## config.mk

```make
export PLATFORM = sky130hd
export DESIGN_NAME = uart_rx_sim_monitor
export DESIGN_NICKNAME = d
export VERILOG_FILES = /design/src/rtl/uart_rx_sim_monitor.sv
export SDC_FILE = /design/constraint.sdc
export NUM_CORES = 1
export LEC_CHECK = 0
export BUFFER_PORTS_ARGS = -buffer_cell sky130_fd_sc_hd__buf_2
export CAP_MARGIN = 20
export CORE_UTILIZATION = 40
export DETAILED_ROUTE_END_ITERATION = 8
export SYNTH_ARGS = -nofsm -noshare
export SYNTH_HDL_FRONTEND = slang
export SYNTH_SLANG_ARGS = --single-unit
```

## constraint.sdc

```tcl
create_clock -name clk_i -period 3.5 [get_ports clk_i]
set_clock_uncertainty 0.15 [all_clocks]
set_input_delay 0.175 -clock clk_i [delete_from_list [all_inputs] [get_ports clk_i]]
set_output_delay 0.175 -clock clk_i [all_outputs]
set_load 0.05 [all_outputs]
```

## src/rtl/uart_rx_sim_monitor.sv

```systemverilog
// 8N1 UART receiver for the simulation top: deserialises the chip's TX pad into a show-ahead
// byte FIFO and flags framing errors, FIFO overflow and end-of-line.
module uart_rx_sim_monitor #(
    parameter int unsigned CLK_FREQ   = 500000,
    parameter int unsigned BAUD       = 7200,
    parameter int unsigned FIFO_DEPTH = 16
) (
    input  logic                             clk_i,
    input  logic                             rst_i,
    input  logic                             rx_i,
    input  logic                             rx_enable_i,
    output logic [7:0]                       byte_o,
    output logic                             byte_valid_o,
    input  logic                             byte_ready_i,
    output logic [$clog2(FIFO_DEPTH+1)-1:0]  fifo_level_o,
    output logic                             frame_err_o,
    output logic                             overflow_o,
    input  logic                             overflow_clr_i,
    output logic                             eol_o,
    output logic                             idle_o
);

    localparam int unsigned CPB  = CLK_FREQ / BAUD;
    localparam int unsigned HALF = CPB / 2;
    localparam int unsigned CW   = $clog2(CPB);
    localparam int unsigned LW   = $clog2(FIFO_DEPTH + 1);
    localparam int unsigned PW   = $clog2(FIFO_DEPTH);

    localparam logic [CW-1:0] HalfLast  = CW'(HALF - 1);
    localparam logic [CW-1:0] BitLast   = CW'(CPB - 1);
    localparam logic [LW-1:0] FullLevel = LW'(FIFO_DEPTH);

    localparam logic [2:0] StIdle  = 3'd0;
    localparam logic [2:0] StStart = 3'd1;
    localparam logic [2:0] StData  = 3'd2;
    localparam logic [2:0] StStop  = 3'd3;
    localparam logic [2:0] StBreak = 3'd4;

    // ---------------------------------------------------------------- synchroniser
    logic rx_meta_q, rx_s_q, rx_prev_q;
    logic rx_fall;

    always_ff @(posedge clk_i or posedge rst_i) begin
        if (rst_i) begin
            rx_meta_q <= 1'b1;
            rx_s_q    <= 1'b1;
            rx_prev_q <= 1'b1;
        end else begin
            rx_meta_q <= rx_i;
            rx_s_q    <= rx_meta_q;
            rx_prev_q <= rx_s_q;
        end
    end

    assign rx_fall = rx_prev_q & ~rx_s_q;

    // ---------------------------------------------------------------- frame FSM
    logic [2:0]    state_q, state_d;
    logic [CW-1:0] cnt_q, cnt_d;
    logic [2:0]    bitcnt_q, bitcnt_d;
    logic [7:0]    shift_q, shift_d;
    logic          push_req;
    logic          stop_bad;

    always_comb begin
        state_d  = state_q;
        cnt_d    = cnt_q;
        bitcnt_d = bitcnt_q;
        shift_d  = shift_q;
        push_req = 1'b0;
        stop_bad = 1'b0;
        if (!rx_enable_i) begin
            state_d = StIdle;
            cnt_d   = '0;
        end else begin
            unique case (state_q)
                StIdle: begin
                    if (rx_fall) begin
                        state_d = StStart;
                        cnt_d   = '0;
                    end
                end
                StStart: begin
                    if (cnt_q == HalfLast) begin
                        cnt_d    = '0;
                        bitcnt_d = '0;
                        // A line already back high at mid start bit was a glitch.
                        state_d  = rx_s_q ? StIdle : StData;
                    end else begin
                        cnt_d = cnt_q + 1'b1;
                    end
                end
                StData: begin
                    if (cnt_q == BitLast) begin
                        cnt_d    = '0;
                        shift_d  = {rx_s_q, shift_q[7:1]};
                        bitcnt_d = bitcnt_q + 1'b1;
                        if (bitcnt_q == 3'd7) begin
                            state_d = StStop;
                        end
                    end else begin
                        cnt_d = cnt_q + 1'b1;
                    end
                end
                StStop: begin
                    if (cnt_q == BitLast) begin
                        cnt_d = '0;
                        if (rx_s_q) begin
                            push_req = 1'b1;
                            state_d  = StIdle;
                        end else begin
                            stop_bad = 1'b1;
                            state_d  = StBreak;
                        end
                    end else begin
                        cnt_d = cnt_q + 1'b1;
                    end
                end
                StBreak: begin
                    if (rx_s_q) begin
                        state_d = StIdle;
                    end
                end
                default: state_d = StIdle;
            endcase
        end
    end

    always_ff @(posedge clk_i or posedge rst_i) begin
        if (rst_i) begin
            state_q  <= StIdle;
            cnt_q    <= '0;
            bitcnt_q <= '0;
            shift_q  <= '0;
        end else begin
            state_q  <= state_d;
            cnt_q    <= cnt_d;
            bitcnt_q <= bitcnt_d;
            shift_q  <= shift_d;
        end
    end

    // ---------------------------------------------------------------- byte FIFO
    logic [7:0]    mem_q [FIFO_DEPTH];
    logic [PW-1:0] wr_ptr_q, rd_ptr_q;
    logic [LW-1:0] level_q, level_d;
    logic          full;
    logic          pop;
    logic          push_ok;
    logic          overflow_set;
    logic          overflow_q, overflow_d;
    logic          frame_err_q;
    logic          eol_q;

    assign full         = (level_q == FullLevel);
    assign byte_valid_o = (level_q != '0);
    assign pop          = byte_valid_o & byte_ready_i;
    // A full FIFO still accepts a byte when the head leaves in the same cycle.
    assign push_ok      = push_req & (~full | pop);
    assign overflow_set = push_req & full & ~pop;

    always_comb begin
        level_d = level_q;
        if (push_ok && !pop) begin
            level_d = level_q + 1'b1;
        end else if (!push_ok && pop) begin
            level_d = level_q - 1'b1;
        end
    end

    always_comb begin
        overflow_d = overflow_q;
        if (overflow_clr_i) begin
            overflow_d = 1'b0;
        end
        if (overflow_set) begin
            overflow_d = 1'b1;
        end
    end

    always_ff @(posedge clk_i) begin
        if (push_ok) begin
            mem_q[wr_ptr_q] <= shift_q;
        end
    end

    always_ff @(posedge clk_i or posedge rst_i) begin
        if (rst_i) begin
            wr_ptr_q    <= '0;
            rd_ptr_q    <= '0;
            level_q     <= '0;
            overflow_q  <= 1'b0;
            frame_err_q <= 1'b0;
            eol_q       <= 1'b0;
        end else begin
            if (push_ok) begin
                wr_ptr_q <= wr_ptr_q + 1'b1;
            end
            if (pop) begin
                rd_ptr_q <= rd_ptr_q + 1'b1;
            end
            level_q     <= level_d;
            overflow_q  <= overflow_d;
            frame_err_q <= stop_bad;
            eol_q       <= push_ok & (shift_q == 8'h0A);
        end
    end

    // Storage is not reset, so the head is masked while empty.
    assign byte_o       = byte_valid_o ? mem_q[rd_ptr_q] : 8'h00;
    assign fifo_level_o = level_q;
    assign frame_err_o  = frame_err_q;
    assign overflow_o   = overflow_q;
    assign eol_o        = eol_q;
    assign idle_o       = (state_q == StIdle);

endmodule

```

# Word level (Yosys, flattened, before mapping)
# Memory sizes are Yosys's and may differ from the RTL's.
# Cells that the tools add are included.
dict set report op_classes {
  addsub 6
  eq_ne 18
  muxes 33
  n_bitwise 10
  n_reduce_logical 14
}
# operator n
set op_table {}
lappend op_table {{3-bit two-way mux} 10}
lappend op_table {{7-bit two-way mux} 4}
lappend op_table {{7-bit one-hot mux with 3 select lines} 1}
lappend op_table {{3-bit != test, second input constant} 5}
lappend op_table {{3-bit one-hot mux with 5 select lines} 1}
lappend op_table {{1-bit two-way mux} 12}
lappend op_table {{5-bit two-way mux} 2}
lappend op_table {{4-bit by 1-bit adder with 4-bit output, second input constant} 2}
lappend op_table {{8-bit by 4-bit equality test with 1-bit output, second input constant} 1}
lappend op_table {{8-bit two-way mux} 1}
lappend op_table {{7-bit by 1-bit adder with 7-bit output, second input constant} 1}
lappend op_table {{7-bit by 6-bit equality test with 1-bit output, second input constant} 1}
lappend op_table {{7-bit equality test, second input constant} 1}
lappend op_table {{1-bit AND} 6}
lappend op_table {{3-bit by 2-bit equality test with 1-bit output, second input constant} 2}
lappend op_table {{3-bit equality test, second input constant} 2}
lappend op_table {{3-bit one-hot mux with 2 select lines} 1}
lappend op_table {{6-bit AND reduction} 1}
lappend op_table {{2-bit nonzero test} 3}
lappend op_table {{5-bit by 1-bit adder with 5-bit output, second input constant} 1}
lappend op_table {{5-bit equality test, second input constant} 1}
lappend op_table {{5-bit nonzero test} 1}
lappend op_table {{5-bit by 1-bit subtractor with 5-bit output, second input constant} 1}
lappend op_table {{2-bit != test, second input constant} 2}
lappend op_table {{other kinds (14)} 18}
dict set report totals {
  register_bits 40
  ram_bits 128
  input_bits 6
  out_inout_bits 18
  elab_cells 95
  memories 1
}
# memory depth word_bits read_ports rd_ports_with_merged_regs wr line_no
set memory_table {}
lappend memory_table {mem_q 16 8 1 0 1 144} ;# logic [7:0] mem_q [FIFO_DEPTH];

# Logic depth before layout (Yosys ltp)
# Gate-level depths: netlist (run 1).
dict set report depth {
  word_depth 9
  depth_mapped 13
  ltp_nobuf 12
}

# Worst setup path before layout (run 1)
# No wires, ideal clock.
dict set report synth_timing {
  path_type {reg2reg}
  from {register level_q[0], in the netlist fifo_level_o[0]}
  to {register level_q[4], in the netlist fifo_level_o[4]}
  setup_time_ns 0.143
  arrival_time_ns 3.085
  t_required_ns 3.207
  setup_slack_ns 0.122
  path_stages_with_launch 11
  n_path_buf 0
  period_less_slack_ns 3.378
  cell_sequence {dfrtp_1 nor4_1 nand2b_1 nand2_1 ha_1 inv_1 fa_1 a21o_1 a21oi_1 mux2i_1 xnor2_1}
}
dict set report synth_via {
  elab_chain_cells 7
  elab_cells_between_ends 15
  classes_between {2 x add/sub; 1 x eq/ne; 2 x mux; 4 x bitwise; 6 x reduce/logical}
}
# item line_no
set synth_lines {}
lappend synth_lines {{start, declared} 146} ;# logic [LW-1:0] level_q, level_d;
lappend synth_lines {{start signal, assigned} 202} ;# level_q <= level_d;
lappend synth_lines {{5-bit nonzero test (*)} 156} ;# assign byte_valid_o = (level_q != '0);
lappend synth_lines {{net byte_valid_o} 13} ;# output logic byte_valid_o,
lappend synth_lines {{1-bit AND (*)} 157} ;# assign pop = byte_valid_o & byte_ready_i;
lappend synth_lines {{1-bit bitwise OR} 159} ;# assign push_ok = push_req & (~full | pop);
lappend synth_lines {{1-bit AND} 159}
lappend synth_lines {{1-bit logical NOT} 166} ;# end else if (!push_ok && pop) begin
lappend synth_lines {{1-bit logical AND} 166}
lappend synth_lines {{2-bit nonzero test (no line)} -}
# The timed path passes the listed nets; every way through them passes the cells marked *. The select of a mux whose other input is x is not followed.
# A chain may end at the register's enable or synchronous reset.

# Worst setup path in the final report (run 1)
dict set report layout_timing {
  from {register state_q[2]}
  to {register level_q[4], in the netlist fifo_level_o[4]}
}
dict set report layout_via {
  elab_chain_cells 7
  elab_cells_between_ends 9
  classes_between {1 x eq/ne; 3 x mux; 1 x bitwise; 4 x reduce/logical}
}
# item line_no
set layout_lines {}
lappend layout_lines {{start, declared} 58} ;# logic [2:0] state_q, state_d;
lappend layout_lines {{start signal, assigned} 131} ;# state_q <= StIdle;
lappend layout_lines {{start signal, assigned} 136} ;# state_q <= state_d;
lappend layout_lines {{3-bit by 2-bit equality test with 1-bit output (*)} 76} ;# unique case (state_q)
lappend layout_lines {{1-bit two-way mux (*)} 76}
lappend layout_lines {{1-bit two-way mux (*)} 72} ;# if (!rx_enable_i) begin
lappend layout_lines {{1-bit AND (*)} 159}
lappend layout_lines {{1-bit logical NOT} 166}
lappend layout_lines {{1-bit logical AND} 166}
lappend layout_lines {{2-bit nonzero test (no line)} -}
# Every way passes the cells marked *; elsewhere a longest branch is shown, timed or not.

==> results of run 1 <==
[synthesized netlist by cell type (8+ instances only)]
cell	n
inv_1	14
xnor2_1	9
nor2_1	8
mux2_2	11
o22ai_1	8
nand3_1	8
ha_1	14
o21ai_0	9
edfxtp_1	128
mux4_2	32
and4b_1	8
clkbuf_1	8
mux2i_1	18
nand2_1	10
dfrtp_1	37
[routing by layer]
layer	wire, µm	GRT usage (%)	vias to the layer above
met2	6450	24.1	118
met1	6210	22.2	1912
met3	923	5.24	25
met4	245	6.18	0
li1	-	-	1704
met5	0	0	-
[power breakdown]
group	switching (µW)	internal [µW]	leakage, µW
Clock	735	1190	0.000292
Sequential	146	2180	0.00186
Combinational	697	423	0.000937
Total	1580	3800	0.00309
[path summary, 6_finish.rpt]
| kind | depth (start not counted) | to |
|---|---|---|
| max | 10 | fifo_level_o[4] |
| min | 0 | rx_s_q |
| max reg2reg | 10 | fifo_level_o[4] |
| min reg2reg | 0 | rx_s_q |
| max in group asynchronous | 4 | rd_ptr_q[0] |
| min in group asynchronous | 4 | overflow_o |
[through the flow]
step           worst slack (ns)  hold WS, ns
2_1_floorplan             0.122       0.0295
3_3_place_gp              0.472        0.133
3_5_place_dp              0.432        0.132
4_1_cts                   0.400        0.210
5_1_grt                   0.215        0.213
6_report                  0.404        0.208
[sequential cells by signal (all words and copies together) (netlist names), 3 cells and up]
| register | cells |
|---|---|
| mem_q | 128 |
| rd_ptr_q | 4 |
| state_q | 3 |
| fifo_level_o | 5 |
| wr_ptr_q | 4 |
| shift_q | 8 |
| cnt_q | 7 |
| bitcnt_q | 3 |
[cell families after synthesis]
kind of cell | Yosys count | share of synthesized area (%)
compound gates | 41 | 3.87
xor+xnor | 10 | 1.23
fa+ha+maj | 15 | 2.73
buf+inv | 33 | 1.98
flops | 168 | 67.9
mux | 61 | 14.4
simple gates | 79 | 7.92
[final cells by class]
cell class | instances | share of cell area, %
Multi-Input combinational cell | 206 | 26.3
Timing Repair Buffer | 36 | 2.79
Clock buffer | 19 | 5.30
Sequential cell | 168 | 59.3
Tap cell | 225 | 3.44
Inverter | 14 | 0.643
Clock inverter | 13 | 2.19
==> results.sh, run 1 <==
export IMPL_final_area_um2=8170
export IMPL_rsz0062_at_grt="no"
export IMPL_seq_area_frac_synth_pct=67.9
export IMPL_finalHoldViolCount=0
export IMPL_synth_edff_count=128
export IMPL_final_common_cell="edfxtp_1"
export IMPL_htree_levels=4
export IMPL_critPathLaunch="state_q[2]"
export IMPL_diodes=0
export IMPL_setup_violations=0
export IMPL_root_buffer="clkbuf_16"
export IMPL_cp_start_kind="register"
export IMPL_dpl_cell_area_um2=7500
export IMPL_drcViolationCount=0
export IMPL_via_count=3759
export IMPL_syn_inst=407
export IMPL_final_cell_mix="128 x edfxtp_1, 36 x dfrtp_1, 32 x mux4_2"
export IMPL_rows=48
export IMPL_hold_buffers=6
export IMPL_max_freq_mhz=323
export IMPL_fill_cells=1458
export IMPL_reg2reg_slack_ns=0.40
export IMPL_grt_pass1_vias=3729
export IMPL_arrival_ns=3.30
export IMPL_multiInputGateArea_um2=2150
export IMPL_wl_um=13800
export IMPL_syn_num_nets=428
export IMPL_synth_area_top_cells="edfxtp_1 54%, dfrtp_1 13%, mux4_2 10%, mux2i_1 2.5%, ha_1 2.5%"
export IMPL_wl_per_cell_um=20.3
export IMPL_io_pins=24
export IMPL_cts_sinks=168
export IMPL_yosys_warnings=0
export IMPL_cap_violations=0
export IMPL_hold_class="register to register"
export IMPL_core_um2=17400
export IMPL_die_area_um2=18400
export IMPL_postCtsResizedCells=0
export IMPL_cts_buffers=17
export IMPL_synth_distinct_cells=54
export IMPL_start_util_pct=41.1
export IMPL_slowest_delay_ns=0.44
export IMPL_synthesis_area_um2=7140
export IMPL_fin_nets=464
export IMPL_die_x_um=136
export IMPL_hpwl_um=8630
export IMPL_ir_drop_uv=523
export IMPL_p_leak_uw=0.00309
export IMPL_min_period_over_period_pct=88.5
export IMPL_port_buffers=23
export IMPL_clock_latency_ns=0.43
export IMPL_cts_tree="yes"
export IMPL_drtIter0Drc=349
export IMPL_worst_pin_slew_ns=0.755
export IMPL_setup_tns_ns=0
export IMPL_clk_pin_slew_worst_paths_ns=0.06
export IMPL_synth_top_flop_cell="edfxtp_1"
export IMPL_synth_top_area_share_pct=53.8
export IMPL_ys_ff_latch=168
export IMPL_dp_cells=643
export IMPL_crit_chain="nand2b_1, or3_1, nor3b_2, ha_1, inv_1, fa_1, a21o_1, a21oi_1, mux2i_1, xnor2_1"
export IMPL_drtAntennaViolNets=0
export IMPL_postSynthAreaPerCell_um2=17.5
export IMPL_die_h_um=136
export IMPL_post_route_min_period_ns=3.10
export IMPL_power_density_nw_per_um2=657
export IMPL_drv_slew=0
export IMPL_area_growth_synth_to_final_pct=14.5
export IMPL_final_core_util_pct=47.1
export IMPL_critical_path_buf_inv_count=1
export IMPL_grt_max_degree=41
export IMPL_grt_pass1_wl_um=21200
export IMPL_via_per_inst=5.52
export IMPL_async_reset_ff_share_pct=23.8
export IMPL_outcome="finished clean"
export IMPL_p_total_uw=5370
export IMPL_synth_largest_area_cell="edfxtp_1"
export IMPL_overflow=0
export IMPL_critPathTopFamily="simple AND/OR/NAND/NOR gates"
export IMPL_first_pass_iters=4
export IMPL_worstSetupPathType="register to register"
export IMPL_cp_required_ns=3.70
export IMPL_hold_start="rx_meta_q"
export IMPL_antenna_found_initial=0
export IMPL_cp_slowest_cell="or3_1"
export IMPL_grt_usage_pct=16.2
export IMPL_crit_fanout=8
export IMPL_slew_headroom_pct=49.7
export IMPL_r2r_start="state_q[2]"
export IMPL_clock_path_buffers=2
export IMPL_fin_cells=681
export IMPL_drive_above_1_share_pct=25.7
export IMPL_postCtsSetupRepairBufs=0
export IMPL_crit_path_end_kind="register"
export IMPL_gp_congestion=0.854
export IMPL_ff_latch_area_um2=4850
(Power assumes the default switching activity.)
==> run 2: changes to the inputs <==
SETUP_SLACK_MARGIN = 0.5   (was not set)
==> run 2 against run 1 <==
Effect of this change:
- first-iteration DRC count is 12% lower
- routed wire length is 0.59% higher
- critical endpoint unchanged
- critical path type unchanged
- critical path depth stayed put
==> results.sh, run 2 (same netlist as run 1, synthesis figures left out) <==
export IMPL_overflow=0
export IMPL_diodes=0
export IMPL_drtAntennaViolNets=0
export IMPL_min_period_over_period_pct=81.5
export IMPL_cts_tree="yes"
export IMPL_wl_um=13900
export IMPL_pre_cts_ws_ns=0.378
export IMPL_drcViolationCount=0
export IMPL_crit_path_end_kind="register"
export IMPL_port_buffers=23
export IMPL_die_h_um=136
export IMPL_min_to="rx_s_q"
export IMPL_cts_buffers=17
export IMPL_cp_start_kind="register"
export IMPL_setup_tns_ns=0
export IMPL_power_density_nw_per_um2=658
export IMPL_via_count=3720
export IMPL_final_area_um2=8250
export IMPL_setup_violations=0
export IMPL_htree_levels=4
export IMPL_multiInputGateArea_um2=2200
export IMPL_dpl_cell_area_um2=7520
export IMPL_start_util_pct=41.1
export IMPL_reg2reg_slack_ns=0.65
export IMPL_crit_fanout=5
export IMPL_cp_required_ns=3.69
export IMPL_core_um2=17400
export IMPL_ir_drop_uv=660
export IMPL_hpwl_um=8640
export IMPL_root_buffer="clkbuf_16"
export IMPL_fill_cells=1448
export IMPL_grt_max_degree=41
export IMPL_r2r_start="rx_s_q"
export IMPL_p_leak_uw=0.00311
export IMPL_largest_reg_flops=128
export IMPL_p_total_uw=5430
export IMPL_hold_class="register to register"
export IMPL_top_regs="mem_q: 128 flops, shift_q: 8 flops, cnt_q: 7 flops"
export IMPL_clock_latency_ns=0.42
export IMPL_worst_pin_slew_ns=0.684
export IMPL_rows=48
export IMPL_antenna_found_initial=0
export IMPL_drv_slew=0
export IMPL_final_cell_mix="128 x edfxtp_1, 32 x mux4_2, 31 x dfrtp_1"
export IMPL_fin_ws_ns=0.647
export IMPL_cts_sinks=168
export IMPL_post_route_min_period_ns=2.85
export IMPL_via_per_inst=5.45
export IMPL_grt_usage_pct=16.8
export IMPL_outcome="finished clean"
export IMPL_wl_per_cell_um=20.4
export IMPL_r2r_end="fifo_level_o[4]"
export IMPL_slew_headroom_pct=54.4
export IMPL_max_freq_mhz=351
export IMPL_die_area_um2=18400
export IMPL_drive_above_1_share_pct=30.0
export IMPL_die_x_um=136
export IMPL_gp_congestion=0.792
export IMPL_finalHoldViolCount=0
export IMPL_final_common_cell="edfxtp_1"
export IMPL_ff2ff_path_depth=10
export IMPL_area_growth_synth_to_final_pct=15.6
export IMPL_arrival_ns=3.04
export IMPL_hold_start="rx_meta_q"
export IMPL_first_pass_iters=4
export IMPL_ff_latch_area_um2=4860
export IMPL_clk_pin_slew_worst_paths_ns=0.06
export IMPL_grt_pass1_vias=3894
export IMPL_whs_path_depth=0
export IMPL_fin_nets=465
export IMPL_regMostFlops="mem_q"
export IMPL_critPathLaunch="rx_s_q"
export IMPL_rsz0062_at_grt="no"
export IMPL_grt_pass1_wl_um=22100
export IMPL_worstSetupPathType="register to register"
export IMPL_cap_violations=0
export IMPL_clock_path_buffers=2
export IMPL_io_pins=24
export IMPL_drtIter0Drc=306
-- run 2: cell types whose count changed in the layout (fill, tap and decap cells not counted), sizes merged --
cell,delta
bufinv,-2
clkbuf,+1
clkinvlp,-1
clkinv,-6
inv,+8
buf,+1
-- run 2: final cells by class --
class | instances | share of cell area, %
Sequential cell | 168 | 58.8
Multi-Input combinational cell | 206 | 26.6
Clock buffer | 20 | 5.65
Tap cell | 225 | 3.41
Timing Repair Buffer | 37 | 3.00
Clock inverter | 12 | 1.83
Inverter | 14 | 0.637
-- run 2: per-layer routing --
layer | GRT usage (%) | vias to the layer above | wire, µm
met4 | 5.31 | 0 | 184
met5 | 0 | - | 0
li1 | - | 1713 | -
met2 | 27.4 | 68 | 6850
met1 | 22.0 | 1925 | 6440
met3 | 4.04 | 14 | 423
-- run 2: worst max-delay path by stage --
| stage | endpoint | slack [ns] | cells past startpoint |
|---|---|---|---|
| CTS | fifo_level_o[4] | 0.51 | 10 |
| finish | fifo_level_o[4] | 0.65 | 10 |
| global placement | fifo_level_o[4] | 0.49 | 10 |
| detailed placement | fifo_level_o[4] | 0.38 | 10 |
| global route | fifo_level_o[4] | 0.50 | 12 |
| floorplan | fifo_level_o[4] | 0.52 | 12 |
-- run 2: repair_timing --
item                                   4_1_cts  5_1_grt
endpoints found under the hold margin       45        0
hold buffers                                 6        0
buffers inserted                             0        3
resized for setup                            4        9
pin swaps                                    0        2
setup endpoints to repair                    1        1
-- run 2: worst max-delay path, stage by stage (launching register included) --
cell     delay, ns
dfstp_2       0.56
inv_1         0.08
or3_4         0.41
nor3b_4       0.22
ha_2          0.22
inv_2         0.07
fa_2          0.36
a21o_1        0.20
a21oi_2       0.15
mux2i_1       0.23
xnor2_1       0.14
-- run 2: per-stage QoR --
step | hold slack (ns) | std cells | util, %
3_3_place_gp | 0.134 | 641 | 43.3
6_report | 0.211 | 682 | 47.5
2_1_floorplan | 0.0295 | 407 | -
5_1_grt | 0.214 | 682 | 47.5
4_1_cts | 0.214 | 679 | 47.3
3_5_place_dp | 0.132 | 641 | 43.3
-- run 2: report_power, final --
part | total (µW) | switching [µW] | internal (µW)
sequential | 2280 | 94.2 | 2190
combinational | 1220 | 777 | 444
clock | 1930 | 798 | 1130
==> run 3: changes to the inputs <==
ABC_AREA = 1   (was not set)
clock period = 2.56 ns   (was 3.5 ns; I/O delays follow)
==> run 3 against run 2 <==
Effect of this change:
- the run now ends with design-rule violations left
- synthesized area up 3.9%
- cell area grew 25%
- hold slack worse by 0.13 ns
- clock power grew 28%
- sequential cell count unchanged
- non-clock buffer count rose by 91
- maximum frequency grew 19%
- count of clock-buffer cells in the layout is 3 higher
- first-iteration DRC count grew 42%
- via count is 52% higher
- critical path type unchanged
- largest power group is now combinational logic
==> results.sh, run 3 <==
export IMPL_final_common_cell="nand2_1"
export IMPL_clk_pin_slew_worst_paths_ns=0.06
export IMPL_critPathTopFamily="adder cells"
export IMPL_wl_per_cell_um=19.5
export IMPL_antenna_found_initial=0
export IMPL_grt_pass1_wl_um=30900
export IMPL_cts_sinks=168
export IMPL_critical_path_buf_inv_count=4
export IMPL_worstSetupPathType="register to register"
export IMPL_ff2ff_path_depth=17
export IMPL_slew_headroom_pct=42.3
export IMPL_drtIter0Drc=436
export IMPL_setup_violations=0
export IMPL_synthesis_area_um2=7410
export IMPL_r2r_start="cnt_q[0]"
export IMPL_wl_um=20600
export IMPL_clock_path_buffers=2
export IMPL_ys_ff_latch=168
export IMPL_setup_tns_ns=0
export IMPL_cp_slowest_cell="dfrtp_1"
export IMPL_syn_num_nets=720
export IMPL_p_leak_uw=0.00435
export IMPL_crit_path_end_kind="register"
export IMPL_rsz0062_at_grt="yes"
export IMPL_largest_reg_flops=128
export IMPL_port_buffers=23
export IMPL_min_period_over_period_pct=93.6
export IMPL_cts_buffers=17
export IMPL_fin_cells=1059
export IMPL_htree_levels=4
export IMPL_start_util_pct=41.0
export IMPL_area_growth_synth_to_final_pct=39.0
export IMPL_grt_usage_pct=21.5
export IMPL_yosys_top_cells_count="221 x nand2_1, 128 x edfxtp_1, 120 x nand3_1"
export IMPL_hold_start="rx_enable_i"
export IMPL_ir_drop_uv=589
export IMPL_grt_pass1_vias=5564
export IMPL_synth_area_top_cells="edfxtp_1 52%, dfrtp_1 12%, nand2_1 11%, nand3_1 8.1%, ha_1 2.4%"
export IMPL_synth_distinct_cells=35
export IMPL_cpMostUsedCell="nand2_2"
export IMPL_yosys_warnings=0
export IMPL_via_per_inst=5.33
export IMPL_min_to="overflow_o"
export IMPL_drive_above_1_share_pct=36.6
export IMPL_finalHoldViolCount=0
export IMPL_r2r_end="fifo_level_o[4]"
export IMPL_postSynthAreaPerCell_um2=10.6
export IMPL_cts_tree="yes"
export IMPL_via_count=5641
export IMPL_fill_cells=1413
export IMPL_overflow=0
export IMPL_final_core_util_pct=57.0
export IMPL_final_cell_mix="189 x nand2_1, 128 x edfxtp_1, 72 x nand3_1"
export IMPL_cp_required_ns=2.76
export IMPL_syn_inst=699
export IMPL_power_density_nw_per_um2=1040
export IMPL_crit_chain="inv_2, ha_4, nand2_2, inv_2, nand3_4, nor2_4, nand2_4, inv_4, ha_4, inv_6, fa_2, nand2_2, nand2_2, a21oi_2, xor2_1, nand2_1, o21ai_1"
export IMPL_synth_largest_area_cell="edfxtp_1"
export IMPL_drcViolationCount=4
export IMPL_async_reset_ff_share_pct=23.8
export IMPL_crit_fanout=3
export IMPL_core_um2=18100
export IMPL_drtAntennaViolNets=0
export IMPL_reg2reg_slack_ns=0.16
export IMPL_root_buffer="clkbuf_16"
export IMPL_cp_start_kind="register"
export IMPL_hold_class="input port to register"
export IMPL_top_regs="mem_q: 128 flops, shift_q: 8 flops, cnt_q: 7 flops"
export IMPL_grt_max_degree=28
export IMPL_die_area_um2=19100
export IMPL_slowest_delay_ns=0.39
export IMPL_clock_latency_ns=0.43
export IMPL_seq_area_frac_synth_pct=65.4
export IMPL_ff_latch_area_um2=4860
export IMPL_rows=49
export IMPL_arrival_ns=2.60
export IMPL_regMostFlops="mem_q"
export IMPL_io_pins=24
export IMPL_first_pass_iters=7
export IMPL_whs_path_depth=4
export IMPL_violations="design-rule violations"
export IMPL_critPathLaunch="cnt_q[0]"
export IMPL_die_h_um=138
export IMPL_synth_edff_count=128
export IMPL_outcome="complete, but fails checks"
export IMPL_worst_pin_slew_ns=0.865
export IMPL_yosysMostFrequentCell="nand2_1"
export IMPL_max_freq_mhz=417
export IMPL_hpwl_um=10900
export IMPL_post_route_min_period_ns=2.40
export IMPL_multiInputGateArea_um2=2940
export IMPL_dp_cells=946
export IMPL_drv_slew=0
export IMPL_die_x_um=138
export IMPL_gp_congestion=0.837
export IMPL_fin_nets=838
export IMPL_cap_violations=0
export IMPL_synth_top_flop_cell="edfxtp_1"
export IMPL_diodes=0
export IMPL_synth_top_area_share_pct=51.8
[run 3: how the worst max path moves through the flow]
stage	to	slack [ns]	depth (start not counted)
2_1_floorplan	fifo_level_o[4]	-0.16	14
3_3_place_gp	fifo_level_o[3]	0.13	16
3_5_place_dp	fifo_level_o[4]	0.03	17
4_1_cts	fifo_level_o[4]	0.21	17
5_1_grt	fifo_level_o[4]	0.06	17
6_report	fifo_level_o[4]	0.16	17
[run 3: what timing repair did]
item	CTS	global route
pin swaps	41	46
gates cloned	11	2
endpoints found under the setup margin	141	158
hold endpoints to repair	35	2
setup buffers	44	16
hold buffers	6	1
resized for setup	103	82
[run 3: final cells by class]
type                            count  area share, %
Timing Repair Buffer              128           14.4
Clock buffer                       23           4.44
Clock inverter                      9          0.995
Sequential cell                   168           47.1
Tap cell                          229           2.78
Inverter                           42           1.69
Multi-Input combinational cell    460           28.6
[run 3: logic make-up (layout without fill, tap and decap cells)]
group / count (synthesis) / after routing / share of synthesized area [%]
AND/OR/NAND/NOR: 404 / 404 / 24.3
flip-flops: 168 / 168 / 65.4
buffers and inverters: 71 / 202 / 4.00
AO/OA/AOI/OAI: 30 / 30 / 2.38
adder cells (fa/ha/maj): 15 / 15 / 2.63
XOR/XNOR: 11 / 11 / 1.30
[run 3: metal layers]
layer | vias to the layer above | part of all wire [%] | track usage (%)
met3 | 35 | 4.6 | 3.43
met1 | 2800 | 41 | 26.7
met5 | - | 0 | 0
met2 | 178 | 52 | 37.8
met4 | 0 | 2.1 | 8.52
li1 | 2628 | - | -
[run 3: metrics by stage]
| stage | hold WS (ns) | setup slack [ns] | cell area, µm² | total power, µW |
|---|---|---|---|---|
| 2_1_floorplan | -0.0175 | -0.158 | 7580 | 5370 |
| 3_3_place_gp | 0.0833 | 0.131 | 8040 | 6140 |
| 3_5_place_dp | 0.0859 | 0.0345 | 8040 | 6210 |
| 4_1_cts | 0.00241 | 0.207 | 9770 | 10200 |
| 5_1_grt | 0.0996 | 0.0563 | 10300 | 11200 |
| 6_report | 0.0777 | 0.163 | 10300 | 10700 |
[run 3: report_power, final]
part           internal (µW)  switching [µW]  leakage, µW
Clock                   1450            1030     0.000267
Sequential              3010             136      0.00180
Combinational           2140            2950      0.00228
[run 3: worst min-delay path, cell delays in order]
cell,delay (ns)
buf_2,0.17
nand3_2,0.13
buf_4,0.11
o32ai_1,0.06
